`src/rtl/kitchen_hazard_controller_if.sv`:
```
// Sensor, acknowledge and actuator bundle for the kitchen hazard controller.
// The master drives the raw sensors and the acknowledge; the slave drives the actuators.
interface kitchen_hazard_controller_if #(
  parameter int ZONES = 2
);
  logic [ZONES-1:0] stove_on;
  logic [ZONES-1:0] fire_det;
  logic [ZONES-1:0] smoke_det;
  logic             alarm_ack;
  logic [ZONES-1:0] sprinkler;
  logic [ZONES-1:0] vent;
  logic             alarm;

  modport master (
    output stove_on, fire_det, smoke_det, alarm_ack,
    input  sprinkler, vent, alarm
  );

  modport slave (
    input  stove_on, fire_det, smoke_det, alarm_ack,
    output sprinkler, vent, alarm
  );
endinterface

```
`src/rtl/kitchen_hazard_controller.sv`:
```
// Multi-zone kitchen fire/smoke controller: sync + debounce per zone, then a
// per-zone FSM driving sprinkler and ventilation, with a shared alarm.
//
//   state          | meaning
//   ST_IDLE        | no hazard, actuators off
//   ST_VENT_ACTIVE | smoke with stove on, venting, escalation timer running
//   ST_VENT_HOLD   | hazard gone, venting until hold timer expires
//   ST_SPRINKLE    | sprinkler latched until acknowledged with sensors clear
module kitchen_hazard_controller #(
  parameter int ZONES     = 2,
  parameter int DEBOUNCE  = 4,
  parameter int SMOKE_ESC = 1000,
  parameter int VENT_HOLD = 500
) (
  input logic                        clk,
  input logic                        rst_n,
  kitchen_hazard_controller_if.slave bus
);

  localparam int DBW  = (DEBOUNCE > 1) ? $clog2(DEBOUNCE) : 1;
  localparam int CMAX = (SMOKE_ESC > VENT_HOLD) ? SMOKE_ESC : VENT_HOLD;
  localparam int CW   = (CMAX > 1) ? $clog2(CMAX) : 1;

  localparam logic [DBW-1:0] DB_TC   = DBW'(DEBOUNCE - 1);
  localparam logic [CW-1:0]  ESC_TC  = CW'(SMOKE_ESC - 1);
  localparam logic [CW-1:0]  HOLD_TC = CW'(VENT_HOLD - 1);

  typedef enum logic [1:0] {
    ST_IDLE        = 2'd0,
    ST_VENT_ACTIVE = 2'd1,
    ST_VENT_HOLD   = 2'd2,
    ST_SPRINKLE    = 2'd3
  } state_t;

  logic [ZONES-1:0] r_fire_s1, r_fire_s2;
  logic [ZONES-1:0] r_smoke_s1, r_smoke_s2;
  logic [ZONES-1:0] r_stove_s1, r_stove_s2;
  logic [ZONES-1:0] r_fire_db, r_smoke_db;
  logic [DBW-1:0]   r_fire_cnt  [ZONES];
  logic [DBW-1:0]   r_smoke_cnt [ZONES];
  state_t           r_state     [ZONES];
  logic [CW-1:0]    r_cnt       [ZONES];
  logic             r_alarm;

  logic [ZONES-1:0] w_hz;
  logic [ZONES-1:0] w_vent_req;
  logic [ZONES-1:0] w_sprinkler;
  logic [ZONES-1:0] w_vent;

  always_ff @(posedge clk or negedge rst_n) begin
    if (!rst_n) begin
      r_fire_s1  <= '0;
      r_fire_s2  <= '0;
      r_smoke_s1 <= '0;
      r_smoke_s2 <= '0;
      r_stove_s1 <= '0;
      r_stove_s2 <= '0;
    end else begin
      r_fire_s1  <= bus.fire_det;
      r_fire_s2  <= r_fire_s1;
      r_smoke_s1 <= bus.smoke_det;
      r_smoke_s2 <= r_smoke_s1;
      r_stove_s1 <= bus.stove_on;
      r_stove_s2 <= r_stove_s1;
    end
  end

  // A debounced level only follows after DEBOUNCE consecutive disagreeing samples.
  always_ff @(posedge clk or negedge rst_n) begin
    if (!rst_n) begin
      r_fire_db  <= '0;
      r_smoke_db <= '0;
      for (int i = 0; i < ZONES; i++) begin
        r_fire_cnt[i]  <= '0;
        r_smoke_cnt[i] <= '0;
      end
    end else begin
      for (int i = 0; i < ZONES; i++) begin
        if (r_fire_s2[i] == r_fire_db[i]) begin
          r_fire_cnt[i] <= '0;
        end else if (r_fire_cnt[i] == DB_TC) begin
          r_fire_db[i]  <= r_fire_s2[i];
          r_fire_cnt[i] <= '0;
        end else begin
          r_fire_cnt[i] <= r_fire_cnt[i] + DBW'(1);
        end

        if (r_smoke_s2[i] == r_smoke_db[i]) begin
          r_smoke_cnt[i] <= '0;
        end else if (r_smoke_cnt[i] == DB_TC) begin
          r_smoke_db[i]  <= r_smoke_s2[i];
          r_smoke_cnt[i] <= '0;
        end else begin
          r_smoke_cnt[i] <= r_smoke_cnt[i] + DBW'(1);
        end
      end
    end
  end

  assign w_hz       = r_fire_db | (r_smoke_db & ~r_stove_s2);
  assign w_vent_req = r_smoke_db & r_stove_s2;

  // One counter per zone serves as escalation timer or hold timer depending on state.
  always_ff @(posedge clk or negedge rst_n) begin
    if (!rst_n) begin
      for (int i = 0; i < ZONES; i++) begin
        r_state[i] <= ST_IDLE;
        r_cnt[i]   <= '0;
      end
    end else begin
      for (int i = 0; i < ZONES; i++) begin
        case (r_state[i])
          ST_IDLE: begin
            if (w_hz[i]) begin
              r_state[i] <= ST_SPRINKLE;
            end else if (w_vent_req[i]) begin
              r_state[i] <= ST_VENT_ACTIVE;
              r_cnt[i]   <= '0;
            end
          end
          ST_VENT_ACTIVE: begin
            if (w_hz[i]) begin
              r_state[i] <= ST_SPRINKLE;
            end else if (r_smoke_db[i] && (r_cnt[i] == ESC_TC)) begin
              r_state[i] <= ST_SPRINKLE;
            end else if (!r_smoke_db[i]) begin
              r_state[i] <= ST_VENT_HOLD;
              r_cnt[i]   <= '0;
            end else if (r_cnt[i] != '1) begin
              r_cnt[i] <= r_cnt[i] + CW'(1);
            end
          end
          ST_VENT_HOLD: begin
            if (w_hz[i]) begin
              r_state[i] <= ST_SPRINKLE;
            end else if (w_vent_req[i]) begin
              r_state[i] <= ST_VENT_ACTIVE;
              r_cnt[i]   <= '0;
            end else if (r_cnt[i] == HOLD_TC) begin
              r_state[i] <= ST_IDLE;
            end else if (r_cnt[i] != '1) begin
              r_cnt[i] <= r_cnt[i] + CW'(1);
            end
          end
          ST_SPRINKLE: begin
            if (bus.alarm_ack && !r_fire_db[i] && !r_smoke_db[i]) begin
              r_state[i] <= ST_VENT_HOLD;
              r_cnt[i]   <= '0;
            end
          end
          default: r_state[i] <= ST_IDLE;
        endcase
      end
    end
  end

  always_comb begin
    w_sprinkler = '0;
    w_vent      = '0;
    for (int i = 0; i < ZONES; i++) begin
      w_sprinkler[i] = (r_state[i] == ST_SPRINKLE);
      w_vent[i]      = (r_state[i] != ST_IDLE);
    end
  end

  always_ff @(posedge clk or negedge rst_n) begin
    if (!rst_n) begin
      r_alarm <= 1'b0;
    end else begin
      r_alarm <= |w_sprinkler;
    end
  end

  assign bus.sprinkler = w_sprinkler;
  assign bus.vent      = w_vent;
  assign bus.alarm     = r_alarm;

endmodule

```
`src/flat_wrapper.sv`:
```
// flat-port wrapper written by rule: the top's interface ports become plain ports
module kitchen_hazard_controller_flat 
#(
  parameter int ZONES     = 2,
  parameter int DEBOUNCE  = 4,
  parameter int SMOKE_ESC = 1000,
  parameter int VENT_HOLD = 500
)
  (clk, rst_n, bus_stove_on, bus_fire_det, bus_smoke_det, bus_alarm_ack, bus_sprinkler, bus_vent, bus_alarm);
  kitchen_hazard_controller_if #(.ZONES(ZONES)) bus_i ();
  input logic clk;
  input logic rst_n;
  input wire logic [$bits(bus_i.stove_on)-1:0] bus_stove_on;
  input wire logic [$bits(bus_i.fire_det)-1:0] bus_fire_det;
  input wire logic [$bits(bus_i.smoke_det)-1:0] bus_smoke_det;
  input wire logic [$bits(bus_i.alarm_ack)-1:0] bus_alarm_ack;
  output wire logic [$bits(bus_i.sprinkler)-1:0] bus_sprinkler;
  output wire logic [$bits(bus_i.vent)-1:0] bus_vent;
  output wire logic [$bits(bus_i.alarm)-1:0] bus_alarm;
  assign bus_i.stove_on = bus_stove_on;
  assign bus_i.fire_det = bus_fire_det;
  assign bus_i.smoke_det = bus_smoke_det;
  assign bus_i.alarm_ack = bus_alarm_ack;
  assign bus_sprinkler = bus_i.sprinkler;
  assign bus_vent = bus_i.vent;
  assign bus_alarm = bus_i.alarm;
  kitchen_hazard_controller #(.ZONES(ZONES), .DEBOUNCE(DEBOUNCE), .SMOKE_ESC(SMOKE_ESC), .VENT_HOLD(VENT_HOLD)) u_core (.clk(clk), .rst_n(rst_n), .bus(bus_i));
endmodule
```
`config.mk`:
```
export PLATFORM = sky130hd
export DESIGN_NAME = kitchen_hazard_controller_flat
export DESIGN_NICKNAME = d
export VERILOG_FILES = /design/src/rtl/kitchen_hazard_controller_if.sv /design/src/rtl/kitchen_hazard_controller.sv /design/src/flat_wrapper.sv
export SDC_FILE = /design/constraint.sdc
export NUM_CORES = 1
export LEC_CHECK = 0
export BUFFER_PORTS_ARGS = -buffer_cell sky130_fd_sc_hd__buf_2
export CAP_MARGIN = 10
export CORE_ASPECT_RATIO = 1.2
export CORE_MARGIN = 2
export CORE_UTILIZATION = 46
export CTS_CLUSTER_SIZE = 30
export DETAILED_ROUTE_END_ITERATION = 6
export MAX_ROUTING_LAYER = met4
export SLEW_MARGIN = 20
export SYNTH_ARGS = -nofsm -noshare
export SYNTH_HDL_FRONTEND = slang
export SYNTH_SLANG_ARGS = --single-unit
```
`constraint.sdc`:
```
create_clock -name clk -period 2.2 [get_ports clk]
set_input_delay 0 -clock clk [delete_from_list [all_inputs] [get_ports clk]]
set_output_delay 0 -clock clk [all_outputs]
set_load 0.05 [all_outputs]
```
After elaboration in Yosys (flattened, before gate mapping)
Cells that the tools add are included.

storage, ports and cells
  flip-flop bits (word level) = 49
  input port bits = 9

cells by class
  $add $sub $neg = 6
  equal/unequal tests = 40
  multiplexer cells = 50
  bitwise operators = 8
  reductions and logical operators = 23

operators by type and width
  kind                                                                     number
  10-bit 2-to-1 mux                                                        20
  10-bit one-hot mux with 4 select lines                                   2
  2-bit 2-to-1 mux                                                         26
  10-bit by 1-bit adder with 10-bit output, second input constant          2
  10-bit == test, second input constant                                    2
  10-bit by 9-bit == test with 1-bit output, second input constant         2
  10-bit inequality test, second input constant                            2
  2-bit == test, second input constant                                     8
  2-bit inequality test, second input constant                             8
  2-bit one-hot mux with 4 select lines                                    2
  7-bit AND reduction                                                      2
  2-bit by 1-bit adder with 2-bit output, second input constant            4
  2-bit by 1-bit inequality test with 1-bit output, second input constant  4
  4-bit by 1-bit inequality test with 1-bit output, second input constant  2
  4-bit inequality test, second input constant                             2
  2-bit AND reduction                                                      4
  4-bit AND reduction                                                      2
  1-bit logical AND                                                        6
  3-bit by 1-bit inequality test with 1-bit output, second input constant  2
  3-bit by 2-bit inequality test with 1-bit output, second input constant  2
  2-bit AND                                                                2
  1-bit == test                                                            4
  2-bit by 1-bit == test with 1-bit output, second input constant          2
  1-bit logical NOT                                                        4
  6 further kinds                                                          11

Longest topological paths before layout
  depth in word-level cells = 6
  gate-level depth with buffers = 8
  gate-level depth less buffers = 7

Worst setup path after synthesis
Ideal clock, no wire load.

  path type = reg-to-reg
  start point = register u_core.r_state[0] (netlist bit)
  end point = register u_core.r_cnt[3] (netlist bit)
  library setup time = 0.103 ns
  data arrival time = 2.017 ns
  data required time = 2.097 ns
  path slack = 0.079 ns
  stages on the path, launching flop included = 8
  buffers on the path = 1
  path through = dfrtp_1 ha_1 nand2b_1 a211oi_1 o211ai_1 or2_1 buf_6 o41ai_2

between the ends
  longest elaborated chain between the ends = 3
  elaborated cells between the ends (all ways) = 13

ends and longest elaborated chain
  what                                                               line                              text
  from (decl)                                                        kitchen_hazard_controller.sv:41   state_t r_state [ZONES];
  from (signal, indexed assignment)                                  kitchen_hazard_controller.sv:107  r_state[i] <= ST_IDLE;
  from (signal, indexed assignment)                                  kitchen_hazard_controller.sv:115  r_state[i] <= ST_SPRINKLE;
  from (signal, indexed assignment)                                  kitchen_hazard_controller.sv:117  r_state[i] <= ST_VENT_ACTIVE;
  2-bit == test *                                                    -
  named net bus_sprinkler[1]                                         flat_wrapper.sv:17                output wire logic [$bits(bus_i.sprinkler)-1:0] bus_sprinkler;
  2-bit by 1-bit inequality test with 1-bit output (no source line)  -
  7-bit AND reduction (no source line)                               -
  to (signal, indexed assignment)                                    kitchen_hazard_controller.sv:130  r_cnt[i] <= r_cnt[i] + CW'(1);
  to (signal, indexed assignment)                                    kitchen_hazard_controller.sv:142  r_cnt[i] <= r_cnt[i] + CW'(1);
  to (decl)                                                          kitchen_hazard_controller.sv:42   logic [CW-1:0] r_cnt [ZONES];

The timed path passes the listed nets; every way through them passes the cells marked *.
A chain may end at the register's enable or synchronous reset.

Final worst setup path
  start point = register u_core.r_cnt[10] (netlist bit)
  end point = register u_core.r_cnt[13] (netlist bit)

between the ends
  longest elaborated chain between the ends = 6
  elaborated cells between the ends (all ways) = 16

ends and longest elaborated chain
  what                                                                                line                                                                text
  10-bit by 1-bit adder with 10-bit output or 10-bit inequality test (tied branches)  -
  10-bit 2-to-1 mux                                                                   kitchen_hazard_controller.sv:129, kitchen_hazard_controller.sv:141
  10-bit 2-to-1 mux (on tied branches)                                                kitchen_hazard_controller.sv:139, kitchen_hazard_controller.sv:126
  10-bit 2-to-1 mux (on tied branches)                                                kitchen_hazard_controller.sv:136, kitchen_hazard_controller.sv:124
  10-bit 2-to-1 mux (on tied branches)                                                kitchen_hazard_controller.sv:134, kitchen_hazard_controller.sv:122
  10-bit one-hot mux with 4 select lines                                              kitchen_hazard_controller.sv:112                                    case (r_state[i])

Several ways; a longest one is shown, not always the timed one. The select of a mux whose other input is x is not followed.

==> summary.md <==
| Metric | Value |
|---|---|
| Synth Area in XOR/XNOR | under 10% |
| N_diodes | 0 |
| Warnings, synthesis | 0 |
| DP Cell Count | approximately 330 |
| R2R setup slack | between 0.15 and 0.2 ns |
| Crit end category | flip-flop |
| Initial antenna violation count | 0 |
| Clock Tree Root | clkbuf_8 |
| FP Rows | 30 |
| Power Dens Cells | about 1300 mW/mm^2 |
| CTS Sinks | 49 |
| VDD IR max | around 0.00058 V |
| Via Count | roughly 2100 |
| Final hold slack | between 0.1 and 0.15 ns |
| Buf/Inv on CP | 1 |
| Largest family of logic cells by synthesized area | simple AND/OR/NAND/NOR gates |
| Max_cap viols | 0 |
| Io pins | 14 |
| Cells after Synth | around 260 |
| Switching Fraction | approximately two fifths |
| Slowest cell on crit path | dfrtp_1 |
| Skew-Pair Late Insertion Delay | 0.30 ns |
| Syn Std Cell Area | between 0.002 and 0.003 mm^2 |
| H-tree levels | 2 |
| Detailed-route DRC error count | 0 |
| Worst path cell trace | ha_1 > nor4b_1 > nand4_1 > o2111a_2 > buf_4 > a41oi_1 > nor2_1 |
| Number of port buffers | 13 |
| Syn nets | ~280 |
| Sequential power share | 32.7% |
| Period utilization | just over 90% |
| Initial core utilization | roughly 47% |
| Grt total ovfl | 0 |
| Via density per instance | roughly 5.9 |
| Asr flop ratio synth | between 90% and 100% |
| Mean Syn Cell Area | approximately 10 um^2 |
| Pre-CTS setup slack | approximately 0.17 ns |
| Height of the die | 87.0 um |
| Setup TNS | 0 ns |
| Setup WS post-layout | ~0.17 ns |
| Gpl congestion | between 0.9 and 1 |
| Final Critical Period | 2.03 ns |
| Synth Area in Adders | ~7.6% |
| Post-DP HPWL | approximately 4000 um |
| Max Freq | 494 MHz |
| Simple-gate share of the synthesized area | 19.5% |
| Vias in the first global route | 2066 |
| FF-to-FF End | u_core.r_cnt[13] |
| Clock Path Buffers | 2 |
| Leading cell type in the layout, fill and taps excluded | dfrtp_1 |
| Pint | between 2 and 2.5 mW |
| Multiplexer share of the synthesized area | around 2.9% |
| Largest net degree at the start of global routing | 22 |
| Sequential share of the synthesized area | a little under half |
| Area growth syn-to-layout | 14.2% |
| Largest delay share family, worst path | simple AND/OR/NAND/NOR gates |
| Final setup viols | 0 |
| Synth Area in Compound Gates | between 15 and 20% |
| First-pass GRT wire length | 9490 um |
| Leak pwr | between 1 and 1.5 nW |
| Crit start category | flip-flop |
| Die W | about 73 um |
| Total CTS buffers | 5 |
| Critical path's largest stage delay | between 0.4 and 0.5 ns |
| Max-slew violations | 0 |
| CORE AREA | approximately 0.0056 mm^2 |
| Comb pwr share | 47.9% |
| #FFs+latches synth | between 40 and 50 |
| Final net count | about 310 |
| Top_reg_cell synth | dfrtp_1 |
| GRT Util Overall | 19.8% |
| Fin. Hold Viols | 0 |
| Clock power frac | 19.5% |
| RSZ-0062 raised after global routing | no |
| Post-DRT Antenna Nets | 0 |
| Wire length per cell | between 15 and 20 um |
| R2R cell count | 7 |
| Post-synth EDFFs | 0 |
| Outcome | finished clean |
| Least-Margin Pin Slew | ~0.47 ns |
| DR iter-0 viols | ~120 |
| Worst Hold Class | input pin to async pin |
| CP Data Required Time | roughly 2.4 ns |
| Distinct cell type count after synthesis | between 50 and 60 |
| Fraction of layout cells with a size suffix above 1 | between 10% and 20% |
| Crit Path Class | flip-flop to flip-flop |
| Reg2Reg Launch Point | u_core.r_cnt[10] |
| 1st-pass router iterations | 4 |
| Clock-pin slew on the worst setup and hold paths | about 0.09 ns |
| Worst EP arrival | about 2.2 ns |
| P_sw | between 1.5 and 2 mW |
| Total Wirelength | 5510 um |
| CTS tree | done |
| Rel. slew slack | approximately two thirds |
| Most frequent cells in the layout | 49 x dfrtp_1, 18 x nor2_1, 16 x ha_1 |
| Crit path max fanout | 5 |
| Total die area | about 0.0064 mm^2 |
| Non-Filler Instances | 349 |
| Clock skew | between 0.009 and 0.01 ns |
what timing repair did:
action / in CTS / in global routing
setup endpoints to repair: 0 / 8
endpoints found under the hold margin: 29 / 0
hold buffers: 7 / 0
setup buffers: 0 / 2
resized for setup: 0 / 1
per-layer routing:
layer	track usage [%]	part of all wire, %	up-vias
met5	-	0	-
met4	6.90	1.2	0
met3	3.24	3.1	6
met2	33.6	51	42
met1	23.6	44	1010
li1	-	-	1012
layout make-up:
cell class              count  area, um^2
clock buffers               5        68.8
clock inverters             3        65.1
fillers                   486        2570
inverters                   9        33.8
multi-input cells         190        1340
flip-flops and latches     49        1230
well taps                  64        80.1
repair buffers             29         203
cells in the mapped netlist, types with 4 or more instances:
cell | instances | share of area (%)
nor3_1 | 7 | 1.3
and3_1 | 7 | 1.7
o31ai_1 | 8 | 2.3
a41oi_1 | 4 | 1.3
inv_1 | 9 | 1.3
a21oi_1 | 11 | 2.1
ha_1 | 16 | 7.6
o21ai_0 | 4 | 0.76
xnor2_1 | 4 | 1.3
mux2_2 | 4 | 1.7
nand2_1 | 15 | 2.1
nand3_1 | 15 | 2.8
dfrtp_1 | 49 | 46
nand4_1 | 6 | 1.4
o21ai_1 | 6 | 1.1
nor2_1 | 18 | 2.6
o22a_1 | 6 | 2.0
nor2b_1 | 7 | 1.7
buf_2 | 5 | 0.95
power groups by stage:
| stage | Combinational, mW | Sequential, mW | Clock [mW] |
|---|---|---|---|
| 5_1_grt | 2.05 | 1.29 | 0.801 |
| 3_3_place_gp | 1.76 | 1.27 | 0 |
| 6_report | 1.84 | 1.26 | 0.750 |
| 3_5_place_dp | 1.77 | 1.27 | 0 |
| 2_1_floorplan | 1.39 | 1.22 | 0 |
| 4_1_cts | 1.78 | 1.26 | 0.771 |
kinds of logic (layout without fill, tap and decap cells):
group | count (synthesis) | after routing
xor gates and xnor gates | 4 | 4
and+or+nand+nor | 95 | 95
muxes | 7 | 7
AOI/OAI and AO/OA | 68 | 68
adders and majority gates | 16 | 16
buffers and inverters | 17 | 46
DFF | 49 | 49
metrics by stage:
stage	cell area (um^2)	util (%)	total power, mW
CTS	3000	53.7	3.81
global placement	2800	50.0	3.02
floorplan	2640	-	2.61
global route	3020	54.0	4.14
detailed placement	2800	50.0	3.04
finish	3020	54.0	3.85
how the worst max path moves through the flow:
stage | startpoint | end | slack (ns) | depth (start not counted)
floorplan | u_core.r_state[0] | u_core.r_cnt[3] | 0.08 | 7
global placement | u_core.r_state[3] | u_core.r_cnt[16] | 0.14 | 7
detailed placement | u_core.r_state[3] | u_core.r_cnt[16] | 0.17 | 7
CTS | u_core.r_state[3] | u_core.r_cnt[16] | 0.15 | 7
global route | u_core.r_cnt[10] | u_core.r_cnt[13] | 0.02 | 7
finish | u_core.r_cnt[10] | u_core.r_cnt[13] | 0.17 | 7
flip-flops by register name, summed over array words and instances, names as in the netlist:
signal,count
u_core.r_state,4
u_core.r_fire_s1,2
u_core.r_smoke_s2,2
u_core.r_stove_s2,2
u_core.r_fire_s2,2
u_core.bus.alarm,1
u_core.r_smoke_db,2
u_core.r_fire_db,2
u_core.r_cnt,20
u_core.r_smoke_s1,2
u_core.r_fire_cnt,4
u_core.r_smoke_cnt,4
u_core.r_stove_s1,2
(Power assumes the default switching activity.)
